File: src/rtl/pmsm_pkg.sv
// Shared PMSM drive definitions: phase codes,
// FSM state encodings and sector thresholds.
package pmsm_pkg;

  localparam logic [2:0] VP_OFF   = 3'b000;
  localparam logic [2:0] VP_S0    = 3'b001;
  localparam logic [2:0] VP_S1    = 3'b011;
  localparam logic [2:0] VP_S2    = 3'b010;
  localparam logic [2:0] VP_S3    = 3'b110;
  localparam logic [2:0] VP_S4    = 3'b100;
  localparam logic [2:0] VP_S5    = 3'b101;
  localparam logic [2:0] VP_BRAKE = 3'b111;

  typedef enum logic [2:0] {
    ST_IDLE  = 3'd0,
    ST_ALIGN = 3'd1,
    ST_RUN   = 3'd2,
    ST_DEAD  = 3'd3,
    ST_FAULT = 3'd4
  } state_t;

  localparam logic [15:0] SEC_TH1 = 16'd10923;
  localparam logic [15:0] SEC_TH2 = 16'd21845;
  localparam logic [15:0] SEC_TH3 = 16'd32768;
  localparam logic [15:0] SEC_TH4 = 16'd43691;
  localparam logic [15:0] SEC_TH5 = 16'd54613;

  function automatic logic [2:0] sector_code(
    input logic [2:0] s
  );
    logic [2:0] c;
    case (s)
      3'd0:    c = VP_S0;
      3'd1:    c = VP_S1;
      3'd2:    c = VP_S2;
      3'd3:    c = VP_S3;
      3'd4:    c = VP_S4;
      3'd5:    c = VP_S5;
      default: c = VP_OFF;
    endcase
    return c;
  endfunction

  // |x| with -32768 saturating to 32767
  function automatic logic [15:0] abs_sat(
    input logic signed [15:0] x
  );
    logic [15:0] a;
    if (x == 16'sh8000)
      a = 16'h7fff;
    else if (x[15])
      a = 16'(-x);
    else
      a = 16'(x);
    return a;
  endfunction

endpackage

File: src/rtl/sector_decode.sv
// Maps electrical angle (plus phase advance)
// to a six-step drive sector, honouring direction.
module sector_decode
  import pmsm_pkg::*;
#(
  parameter logic [15:0] ADVANCE = 16'd0
) (
  input  logic [15:0] position,
  input  logic        dir,
  output logic [2:0]  sector
);

  logic [15:0] p;
  logic [2:0]  s;

  // threshold decode of the advanced angle
  always_comb begin
    p = position + ADVANCE;
    s = 3'd0;
    unique case (1'b1)
      (p < SEC_TH1):                 s = 3'd0;
      (p >= SEC_TH1 && p < SEC_TH2): s = 3'd1;
      (p >= SEC_TH2 && p < SEC_TH3): s = 3'd2;
      (p >= SEC_TH3 && p < SEC_TH4): s = 3'd3;
      (p >= SEC_TH4 && p < SEC_TH5): s = 3'd4;
      (p >= SEC_TH5):                s = 3'd5;
    endcase
    if (dir)
      sector = (s >= 3'd3) ? s - 3'd3 : s + 3'd3;
    else
      sector = s;
  end

endmodule

File: src/rtl/six_step_commutator.sv
// Six-step commutation drive stage: align, run,
// dead-time, PWM gating and latched overcurrent.
module six_step_commutator
  import pmsm_pkg::*;
#(
  parameter int          PWM_PERIOD   = 64,
  parameter int          DEAD_CYCLES  = 4,
  parameter int          ALIGN_CYCLES = 256,
  parameter logic [15:0] ADVANCE      = 16'd0,
  parameter logic [15:0] I_LIMIT      = 16'd20000
) (
  input  logic               clk,
  input  logic               rst_n,
  input  logic               enable,
  input  logic               dir,
  input  logic [7:0]         duty,
  input  logic [15:0]        position,
  input  logic signed [15:0] I_a,
  input  logic signed [15:0] I_b,
  input  logic signed [15:0] I_c,
  output logic [2:0]         V_phase,
  output logic [2:0]         sector,
  output logic [2:0]         state,
  output logic               fault
);

  localparam int CW = $clog2(PWM_PERIOD);
  localparam int AW = $clog2(ALIGN_CYCLES + 1);
  localparam int DW = $clog2(DEAD_CYCLES + 1);

  localparam logic [CW-1:0] PWM_LAST =
    CW'(PWM_PERIOD - 1);
  localparam logic [AW-1:0] ALIGN_LAST =
    AW'(ALIGN_CYCLES - 1);
  localparam logic [DW-1:0] DEAD_LOAD =
    DW'(DEAD_CYCLES - 1);

  state_t        st_q;
  logic [CW-1:0] cnt_q;
  logic [CW-1:0] cnt_nxt;
  logic [AW-1:0] acnt_q;
  logic [DW-1:0] dcnt_q;
  logic [2:0]    sec_q;
  logic [2:0]    dsec;
  logic [31:0]   on_time;
  logic          pwm_on;
  logic          oc;

  sector_decode #(
    .ADVANCE (ADVANCE)
  ) u_dec (
    .position (position),
    .dir      (dir),
    .sector   (dsec)
  );

  // duty window, PWM wrap and overcurrent detect
  always_comb begin
    on_time = (32'(duty) * 32'(PWM_PERIOD)) >> 8;
    pwm_on  = 32'(cnt_q) < on_time;
    cnt_nxt = (cnt_q == PWM_LAST) ? '0
                                  : cnt_q + CW'(1);
    oc = (abs_sat(I_a) > I_LIMIT) ||
         (abs_sat(I_b) > I_LIMIT) ||
         (abs_sat(I_c) > I_LIMIT);
  end

  // commutation FSM with registered outputs
  always_ff @(posedge clk or negedge rst_n) begin
    if (!rst_n) begin
      st_q    <= ST_IDLE;
      V_phase <= VP_OFF;
      sec_q   <= 3'd0;
      fault   <= 1'b0;
      cnt_q   <= '0;
      acnt_q  <= '0;
      dcnt_q  <= '0;
    end else begin
      unique case (st_q)
        ST_IDLE: begin
          V_phase <= VP_OFF;
          if (enable && !fault) begin
            st_q    <= ST_ALIGN;
            acnt_q  <= '0;
            V_phase <= VP_S0;
          end
        end
        ST_ALIGN: begin
          if (oc) begin
            st_q    <= ST_FAULT;
            fault   <= 1'b1;
            V_phase <= VP_OFF;
          end else if (!enable) begin
            st_q    <= ST_IDLE;
            V_phase <= VP_OFF;
          end else if (acnt_q == ALIGN_LAST) begin
            // this edge is PWM slot 0 of the run
            st_q    <= ST_RUN;
            sec_q   <= dsec;
            cnt_q   <= CW'(1);
            V_phase <= (on_time != 32'd0)
                       ? sector_code(dsec) : VP_OFF;
          end else begin
            acnt_q  <= acnt_q + AW'(1);
            V_phase <= VP_S0;
          end
        end
        ST_RUN: begin
          if (oc) begin
            st_q    <= ST_FAULT;
            fault   <= 1'b1;
            V_phase <= VP_OFF;
          end else if (!enable) begin
            st_q    <= ST_IDLE;
            V_phase <= VP_OFF;
          end else begin
            cnt_q <= cnt_nxt;
            if (dsec != sec_q) begin
              st_q    <= ST_DEAD;
              sec_q   <= dsec;
              dcnt_q  <= DEAD_LOAD;
              V_phase <= VP_OFF;
            end else begin
              V_phase <= pwm_on ? sector_code(sec_q)
                                : VP_OFF;
            end
          end
        end
        ST_DEAD: begin
          if (oc) begin
            st_q    <= ST_FAULT;
            fault   <= 1'b1;
            V_phase <= VP_OFF;
          end else if (!enable) begin
            st_q    <= ST_IDLE;
            V_phase <= VP_OFF;
          end else begin
            cnt_q <= cnt_nxt;
            sec_q <= dsec;
            if (dcnt_q == '0) begin
              st_q    <= ST_RUN;
              V_phase <= pwm_on ? sector_code(dsec)
                                : VP_OFF;
            end else begin
              dcnt_q  <= dcnt_q - DW'(1);
              V_phase <= VP_OFF;
            end
          end
        end
        ST_FAULT: begin
          V_phase <= VP_OFF;
          if (!enable) begin
            st_q  <= ST_IDLE;
            fault <= 1'b0;
          end
        end
        default: begin
          st_q    <= ST_IDLE;
          V_phase <= VP_OFF;
        end
      endcase
    end
  end

  assign sector = sec_q;
  assign state  = st_q;

endmodule

File: config.mk
export PLATFORM = sky130hd
export DESIGN_NAME = six_step_commutator
export DESIGN_NICKNAME = d
export VERILOG_FILES = /design/src/rtl/pmsm_pkg.sv /design/src/rtl/sector_decode.sv /design/src/rtl/six_step_commutator.sv
export SDC_FILE = /design/constraint.sdc
export NUM_CORES = 1
export LEC_CHECK = 0
export ABC_AREA = 1
export CAP_MARGIN = 5
export CORE_MARGIN = 2
export CORE_UTILIZATION = 25
export CTS_CLUSTER_DIAMETER = 30
export DETAILED_ROUTE_END_ITERATION = 10
export RECOVER_POWER = 25
export SYNTH_ARGS = -nofsm -noshare
export SYNTH_HDL_FRONTEND = slang
export SYNTH_SLANG_ARGS = --single-unit
File: constraint.sdc
create_clock -name clk -period 3.4 [get_ports clk]
set_input_delay 0.68 -clock clk [delete_from_list [all_inputs] [get_ports clk]]
set_output_delay 0.68 -clock clk [all_outputs]
set_load 0.01 [all_outputs]
==> metrics.txt <==
Placed Area 5260 sq um; worst slew pin tran 1640 ps; DP Worst Slack -264 ps; most used routing layer in global routing met2; kind of critical path primary input to flop; vias in the first global route 4133; largest net degree at the start of global routing 29; number of diodes 0; initial antenna violation count 0; I/O pin cnt 86; Clock transition at path regs 70 ps; peak supply drop 0.000199 V; Worst Hold Depth 2; Static Leak 2.74 nW; failing checks capacitance limit, slew limit; initial core utilization 25.3%; post-synth top area cell nand2_1; relative slew slack -9.44%; Seq/Total Area, Yosys 17.7%; Power Dens Cells 331 nW/um^2; Ys Warns 0; via-per-instance ratio 4.38; Post-synth EDFFs 0; Syn Inst Count 706; first-pass GRT wire length 17500 um; FFs w/ async S/R, synth 100%; final wirelength 10200 um; CTS Sinks 28; worst skew pair latency 270 ps; Fin Clk Skew 3.70 ps; DIE AREA 16900 sq um; max_cap viols 1; first drt pass iteration count 4; Yosys reg bits 28; net count after synthesis 799; CP Launch Type primary input; Worst Path Arrival 3310 ps; total CTS buffers 3; Core Footprint 15700 sq um; status finished with violations; GRT Total Usage 12.1%; deepest clock path buffer count 2; Slew Viols, Final 29; Worst Path Max Fanout 4; met2 usage 22.0%; Setup Viol. Count Final 0; Worst Setup Slack, final 246 ps; Avg Inst Size Synth 5.61 sq um; H-tree Lvls 1; post-synth top area share 19.8%; # DRC 0; hold_buf cts 0; depth of the worst register-to-register path 12; Port Buffers 83; CTS tree yes; GP Congestion 0.842; dpl hpwl 8470 um; period utilisation layout 92.8%; Final Cell Area 5480 sq um; total grt overflow 0; Hold Violations, Final 0; Area growth syn-to-layout 38.3%; CTS Root Cell clkbuf_16; CP required 3560 ps; main flop type after synthesis dfrtp_1; top cells by area, synth nand2_1, dfrtp_1, inv_1; Worst Hold Class flop to flop; die span in y 130 um; Netlist Area Pre-Place 3960 sq um; initial drt markers 145; # fillers 1734; max frequency 317 MHz; met3 usage 2.13%; met1 Use GR 15.5%; # rows 46; Final min period 3150 ps; nets@finish 913; antenna-violating nets left 0; routed vias 4529; synth unique cells 44; share of post-route cells with drive strength above 1 11.5%; DR WL/cell 9.89 um; Die X 130 um; Critical Path Sink Type flop
## where the power goes
group	leakage, nW	internal (W)	total, W	switching [W]
combinational	2.32	0.000417	0.000946	0.000529
clock	0.0511	0.000235	0.000355	0.000121
sequential	0.366	0.000422	0.000514	0.0000923
total	2.74	0.00107	0.00182	0.000742
## synth_stat cells (3+ instances only)
cell      number
inv_1        108
nor4_1         3
xnor2_1        4
a21oi_1       25
xor2_1        12
ha_1          17
dfrtp_1       28
o21ai_1       12
nand2_2        6
buf_2          5
inv_2          3
nor3_1         7
nor2_2         6
nand4_1        9
nand3_2        6
nand3_1       70
nor2_1       101
or2_2          3
nand2_1      209
nand3b_1       5
o22ai_1        3
o21ai_0       34
o31ai_1        5
## registers in the layout, summed over array words and instances, names as in the netlist
register / count
V_phase: 3
acnt_q: 9
cnt_q: 6
dcnt_q: 3
fault: 1
sector: 3
state: 3
## timing repair
| action | 4_1_cts | 5_1_grt |
|---|---|---|
| buffers inserted | 0 | 1 |
| gates resized for setup | 0 | 42 |
| setup endpoints to repair | 0 | 9 |
## metal layers
| metal | wire length [um] | share of wire, % | up-vias |
|---|---|---|---|
| li1 | - | - | 2473 |
| met1 | 5030 | 49 | 1979 |
| met2 | 4680 | 46 | 75 |
| met3 | 497 | 4.9 | 2 |
| met4 | 27 | 0.26 | 0 |
| met5 | 0 | 0 | - |
## layout make-up
| class | count | area (sq um) | share of cell area (%) |
|---|---|---|---|
| clock inverter | 1 | 30.0 | 0.548 |
| sequential | 28 | 701 | 12.8 |
| timing repair buffer | 116 | 1100 | 20.2 |
| inverter | 112 | 423 | 7.72 |
| multi-input combinational | 559 | 2880 | 52.5 |
| clock buffer | 3 | 75.1 | 1.37 |
| tap | 216 | 270 | 4.93 |
## per-stage QoR
step | instances | setup TNS [ps] | hold WS [ps] | util, % | power [W]
after floorplan | 706 | 0 | 384 | - | 0.00108
after global placement | 1030 | -1360 | 467 | 33.6 | 0.00144
after detailed placement | 1030 | -1690 | 480 | 33.6 | 0.00145
after CTS | 1034 | 0 | 497 | 34.3 | 0.00182
after global routing | 1035 | -14.5 | 514 | 35.0 | 0.00199
final | 1035 | 0 | 494 | 35.0 | 0.00182
## critical path, stage by stage
cell	delay, ps
clkdlybuf4s50_1	460
nor2_1	120
nand3_1	130
nor2_2	140
nand2_1	60
nand3_1	70
nand2_2	70
nand2_2	90
buf_4	110
inv_1	30
ha_1	290
xnor2_1	150
nand2_1	70
nand2_2	90
inv_1	50
nand2_1	50
nand2_1	80
nor2_1	130
nand3_2	110
buf_4	180
nand3_1	90
nand2_1	50
## placed cells by master (no fill, tap or decap), types with 6 or more instances in the layout
| cell type | synthesis | layout |
|---|---|---|
| nand3_2 | 6 | 9 |
| dfrtp_1 | 28 | 28 |
| inv_1 | 108 | 105 |
| nor2_1 | 101 | 96 |
| o21ai_0 | 34 | 30 |
| buf_4 | 1 | 32 |
| xor2_1 | 12 | 12 |
| clkdlybuf4s50_1 | 0 | 70 |
| nor2_2 | 6 | 11 |
| nand2_2 | 6 | 14 |
| nand3_1 | 70 | 67 |
| o21ai_1 | 12 | 16 |
| ha_1 | 17 | 15 |
| dlymetal6s2s_1 | 0 | 12 |
| nand2_1 | 209 | 201 |
| nand4_1 | 9 | 9 |
| nor3_1 | 7 | 6 |
| inv_2 | 3 | 6 |
| a21oi_1 | 25 | 23 |
## final timing paths
check	slack [ps]	to	startpoint
max	250	sector[1]	position[11]
min	490	acnt_q[8]	acnt_q[8]
max reg2reg	1020	acnt_q[8]	acnt_q[0]
min reg2reg	490	acnt_q[8]	acnt_q[8]
max in group asynchronous	1090	cnt_q[3]	rst_n
min in group asynchronous	1360	acnt_q[5]	rst_n
## logic make-up after synthesis
group,share of synthesized area [%]
simple gates,48.9
buf+inv,11.8
compound gates,12.7
flops,17.7
fa+ha+maj,5.37
xor+xnor,3.54
Note: power is estimated with default switching activity, not from simulation.
==> patch 1, RTL diff (same flow settings) <==
Change the parameter `PWM_PERIOD` from 64 to 32.
--- a/src/rtl/six_step_commutator.sv
+++ b/src/rtl/six_step_commutator.sv
@@ -4,5 +4,5 @@
   import pmsm_pkg::*;
 #(
-  parameter int          PWM_PERIOD   = 64,
+  parameter int          PWM_PERIOD   = 32,
   parameter int          DEAD_CYCLES  = 4,
   parameter int          ALIGN_CYCLES = 256,
Behaviour: no difference found for any inputs over 10 cycles, from zero or initial values and one cycle with rst_n low; that may be too few to reach the edited logic, so the function may still have changed.
==> patch 1 against the unedited design <==
The run still ends with max-capacitance violations, max-slew violations left. Critical path depth increased by 1. Die area is 1.3% higher. Setup slack worse by 63 ps. Synthesized cell count grew 0.99%. Final area fell by 0.43%. Total power shrank 5.1%. Area after synthesis is 1.4% higher. Wire length is 1.8% lower. Clock skew about the same. Global-route usage is 0.50 points lower. Sequential cell count shrank 1. First-iteration DRC count shrank 6.2%. Critical endpoint is now dcnt_q[1].
==> patch 1: results <==
[status]
status = "complete, but fails checks"
violations = "max-capacitance violations, max-slew violations"

[pwr]
leakage_nw = 2.77
peakVddDrop_uv = 227

[yosys]
synthCells = 713
async_flop_share_pct = 100
synthesis.nets = 806
synthTopCellsByArea = "nand2_1 (19%), dfrtp_1 (17%), inv_1 (11%)"
ys_top_cells_by_count = "nand2_1 (200), inv_1 (114), nor2_1 (101), nand3_1 (74), o21ai_0 (28)"
ys_seq_area_share_pct = 16.8
synth.distinct_cells = 40

[cells_and_area]
drive_gt1_share_pct = 14.8
stdcell_count = 1029
nNetsFinal = 907
top_regs = "acnt_q (9), cnt_q (5)"
largest_register_ffs = 9

[grt]
grt_pass1_vias = 3912
grtUsageMet1_pct = 16.3
antenna_found_initial = 0
grt_use_met2_pct = 19.8
grt.met3_usage_pct = 1.55
grt_max_degree = 28
grtUsageTotal_pct = 11.6
grt_pass1_wl_um = 16900

[setup_path]
cp_max_fo = 6
regToRegSetupSlack_ps = 1070
arrival_ps = 3360
critical_path.top_delay_family = "simple AND/OR/NAND/NOR gates"
cp_slowest_cell = "clkdlybuf4s50_1"

[clock_network]
worstSkewPairLatency_ps = 260
root_buffer = "clkbuf_16"
clock_path_buffers = 2

[placement]
globalplace.congestion = 0.851
io_buffers = 82
placed_area_sq_mm = 0.00522
dpl.hpwl_um = 8350
dp_slack_ps = -364
dp_cells = 1025

[job]
maxCapViolations = 1

[sta]
tightest_slew_ps = 1560
clock_skew_ps = 3.21
worst_slack_ps = 184
timing.hold.ws_ps = 495
slew_viol_final = 28

[detailed_routing]
wl_per_cell_um = 9.76
dr_total_vias = 4442
met1_length_um = 4910
wl_met2_um = 4700
drt_iter0_drc = 136
firstDrtPassIters = 4
wl_met3_um = 395
## patch 1: cells by family (layout without fill, tap and decap cells)
kind of cell	after synthesis	in the layout	share of synthesized area (%)
and+or+nand+nor	448	448	50.3
buffers and inverters	133	233	13.2
AOI/OAI and AO/OA	70	70	10.4
DFF	27	27	16.8
xor gates and xnor gates	18	18	3.93
adders and majority gates	17	17	5.30
## patch 1: path summary, 6_finish.rpt
kind,startpoint,to,cells after the start
min,dcnt_q[1],dcnt_q[1],2
max reg2reg,cnt_q[2],V_phase[0],12
max in group asynchronous,rst_n,acnt_q[7],2
min in group asynchronous,rst_n,cnt_q[1],2
max,position[2],dcnt_q[1],23
min reg2reg,dcnt_q[1],dcnt_q[1],2
## patch 1: final cells by class
type | instances | area (sq um)
Clock inverter | 1 | 5.00
Multi-Input combinational cell | 553 | 2940
Sequential cell | 27 | 676
Fill cell | 1729 | 10300
Inverter | 126 | 473
Tap cell | 216 | 270
Clock buffer | 3 | 75.1
Timing Repair Buffer | 103 | 1010
## patch 1: worst register-to-register path, cell delays in order (launching register included)
cell and delay (ps):
dfrtp_1 430, ha_1 310, nand2_1 60, inv_1 30, o21ai_0 150, nand2_1 70
a41oi_1 440, inv_1 180, a211oi_1 230, nand3_1 100, nor2_1 90, nand3_1 70
nand3_1 100
## patch 1: repair_timing
item	4_1_cts	5_1_grt
resized for setup	7	50
endpoints found under the setup margin	5	9
hold buffers	0	0
pin swaps	1	25
cloned	0	0
hold endpoints to repair	0	0
## patch 1: power breakdown
group          switching [mW]  internal (mW)  total (mW)
Clock                   0.109          0.159       0.268
Sequential             0.0762          0.386       0.462
Combinational           0.563          0.429       0.993
==> patch 2, RTL diff (same settings) <==
Made on the original files. Register the input `duty` before use, cleared by the reset. The logic sees it one clock later. The other inputs are not delayed to match.
--- a/src/rtl/six_step_commutator.sv
+++ b/src/rtl/six_step_commutator.sv
@@ -36,4 +36,14 @@
     DW'(DEAD_CYCLES - 1);
 
+  logic [7:0] duty_q;
+
+  always_ff @(posedge clk or negedge rst_n) begin
+    if (!rst_n) begin
+      duty_q <= '0;
+    end else begin
+      duty_q <= duty;
+    end
+  end
+
   state_t        st_q;
   logic [CW-1:0] cnt_q;
@@ -57,5 +67,5 @@
   // duty window, PWM wrap and overcurrent detect
   always_comb begin
-    on_time = (32'(duty) * 32'(PWM_PERIOD)) >> 8;
+    on_time = (32'(duty_q) * 32'(PWM_PERIOD)) >> 8;
     pwm_on  = 32'(cnt_q) < on_time;
     cnt_nxt = (cnt_q == PWM_LAST) ? '0
Function: no difference found for any inputs over 10 cycles, from zero or initial values and one cycle with rst_n low; that may be too few to reach the edited logic, so the function may still have changed.
==> patch 2 against the unedited design <==
The flow still finishes with violations (max-capacitance violations, max-slew violations). Clock skew increased by 1.3 ps. Setup slack better by 14 ps. Sequential share of layout area is 2.3 points higher. Final area is 2.7% higher. Global-route usage is 0.85 points lower. Total power increased by 7.1%. Sequential cell count rose by 6. Area after synthesis rose by 4.6%. Wire length is 2.7% lower. First-iteration DRC count is 47% higher. Combinational power down 2.7%. Hold slack worse by 25 ps. Critical path type unchanged. Critical endpoint is now V_phase[1].
==> patch 2: results <==
[detailed_routing]
dr_total_vias = 4494
wl_per_cell_um = 9.67
wl_met2_um = 4640
wl_met3_um = 340

[placement]
dp_slack_ps = -263
dp_cells = 1023
placed_area_sq_mm = 0.00536
dpl.hpwl_um = 8070

[yosys]
synthesis.nets = 801
synth_compound_area_share_pct = 8.75
ys_seq_area_share_pct = 20.5
synthTopCellsByArea = "dfrtp_1 (21%), nand2_1 (19%), nand3_1 (10%)"
syn_avg_cell_area_sq_um = 5.85

[status]
violations = "max-capacitance violations, max-slew violations"
status = "complete, but fails checks"

[grt]
grt_pass1_vias = 4113
grt_pass1_wl_um = 17300
grt_max_degree = 35
grtUsageTotal_pct = 11.2

[clock_network]
cts_buffers = 5
clk_pin_slew_ps = 50
htreeDepth = 2

[sta]
slew_viol_final = 35
clock_skew_ps = 4.97
tightest_slew_ps = 1900

[job]
maxCapViolations = 1

[cells_and_area]
nFillCells = 1775
top_regs = "acnt_q (9), cnt_q (6), duty_q (6)"
stdcell_count = 1030

[setup_path]
arrival_ps = 3340

[pwr]
peakVddDrop_uv = 206
-- patch 2: changes by cell type after synthesis, sizes merged, moves of 4 or more --
| cell | delta |
|---|---|
| nand3 | +10 |
| inv | +4 |
| nor2 | -11 |
| a21oi | -8 |
| o21ai | -10 |
| dfrtp | +6 |
| nor3 | +7 |
| nand2 | +4 |
-- patch 2: what timing repair did --
action	CTS	global route
gates resized for setup	0	45
setup endpoints to repair	0	9
buffers inserted	0	1
-- patch 2: path summary, 6_finish.rpt --
| path | startpoint | end | depth (start not counted) |
|---|---|---|---|
| max reg2reg | acnt_q[0] | cnt_q[4] | 12 |
| max | position[7] | V_phase[1] | 18 |
| min | acnt_q[8] | acnt_q[8] | 2 |
| max in group asynchronous | rst_n | cnt_q[0] | 2 |
| min reg2reg | acnt_q[8] | acnt_q[8] | 2 |
| min in group asynchronous | rst_n | duty_q[4] | 2 |
-- patch 2: final cells by class --
cell class	instances	share of cell area, %
Inverter	117	7.85
Clock buffer	6	2.47
Tap cell	220	4.89
Multi-Input combinational cell	548	51.5
Sequential cell	34	15.1
Timing Repair Buffer	105	18.2
-- patch 2: power by group through the flow --
stage	sequential (mW)	combinational [mW]	clock, mW
floorplan	0.581	0.564	0
global route	0.599	1.05	0.466
global placement	0.592	0.901	0
detailed placement	0.590	0.912	0
CTS	0.585	0.916	0.452
finish	0.584	0.920	0.439
-- patch 2: kinds of logic after synthesis --
logic type      count (synthesis)
flops                          34
fa+ha+maj                      17
simple gates                  450
compound gates                 62
buf+inv                       126
xor+xnor                       19
-- patch 2: metal layers --
metal | track usage, % | vias up
met5 | 0 | -
met1 | 14.9 | 1966
met2 | 19.9 | 75
met3 | 1.19 | 9
met4 | 1.91 | 0
li1 | - | 2444
-- patch 2: critical path, cell delays in order --
cell and delay, ps:
clkdlybuf4s50_1 550, nand4_1 130, nand2_2 100, nand2_2 80, nand3_1 110, nand3_2 110, ha_2 190, ha_1 300
nor2_2 120, o21ai_0 80, nand2_1 70, nand2_2 70, xor2_1 140, nor2_1 130, nand2_1 100, nor2_2 150
nand2_1 100, o21ai_1 130
-- patch 2: through the flow --
step                setup TNS [ps]  utilization, %  power [mW]
floorplan                        0               -        1.15
global placement             -2130            32.6        1.49
detailed placement           -2100            32.6        1.50
CTS                              0            33.5        1.95
global route                 -36.3            34.3        2.11
finish                           0            34.3        1.94
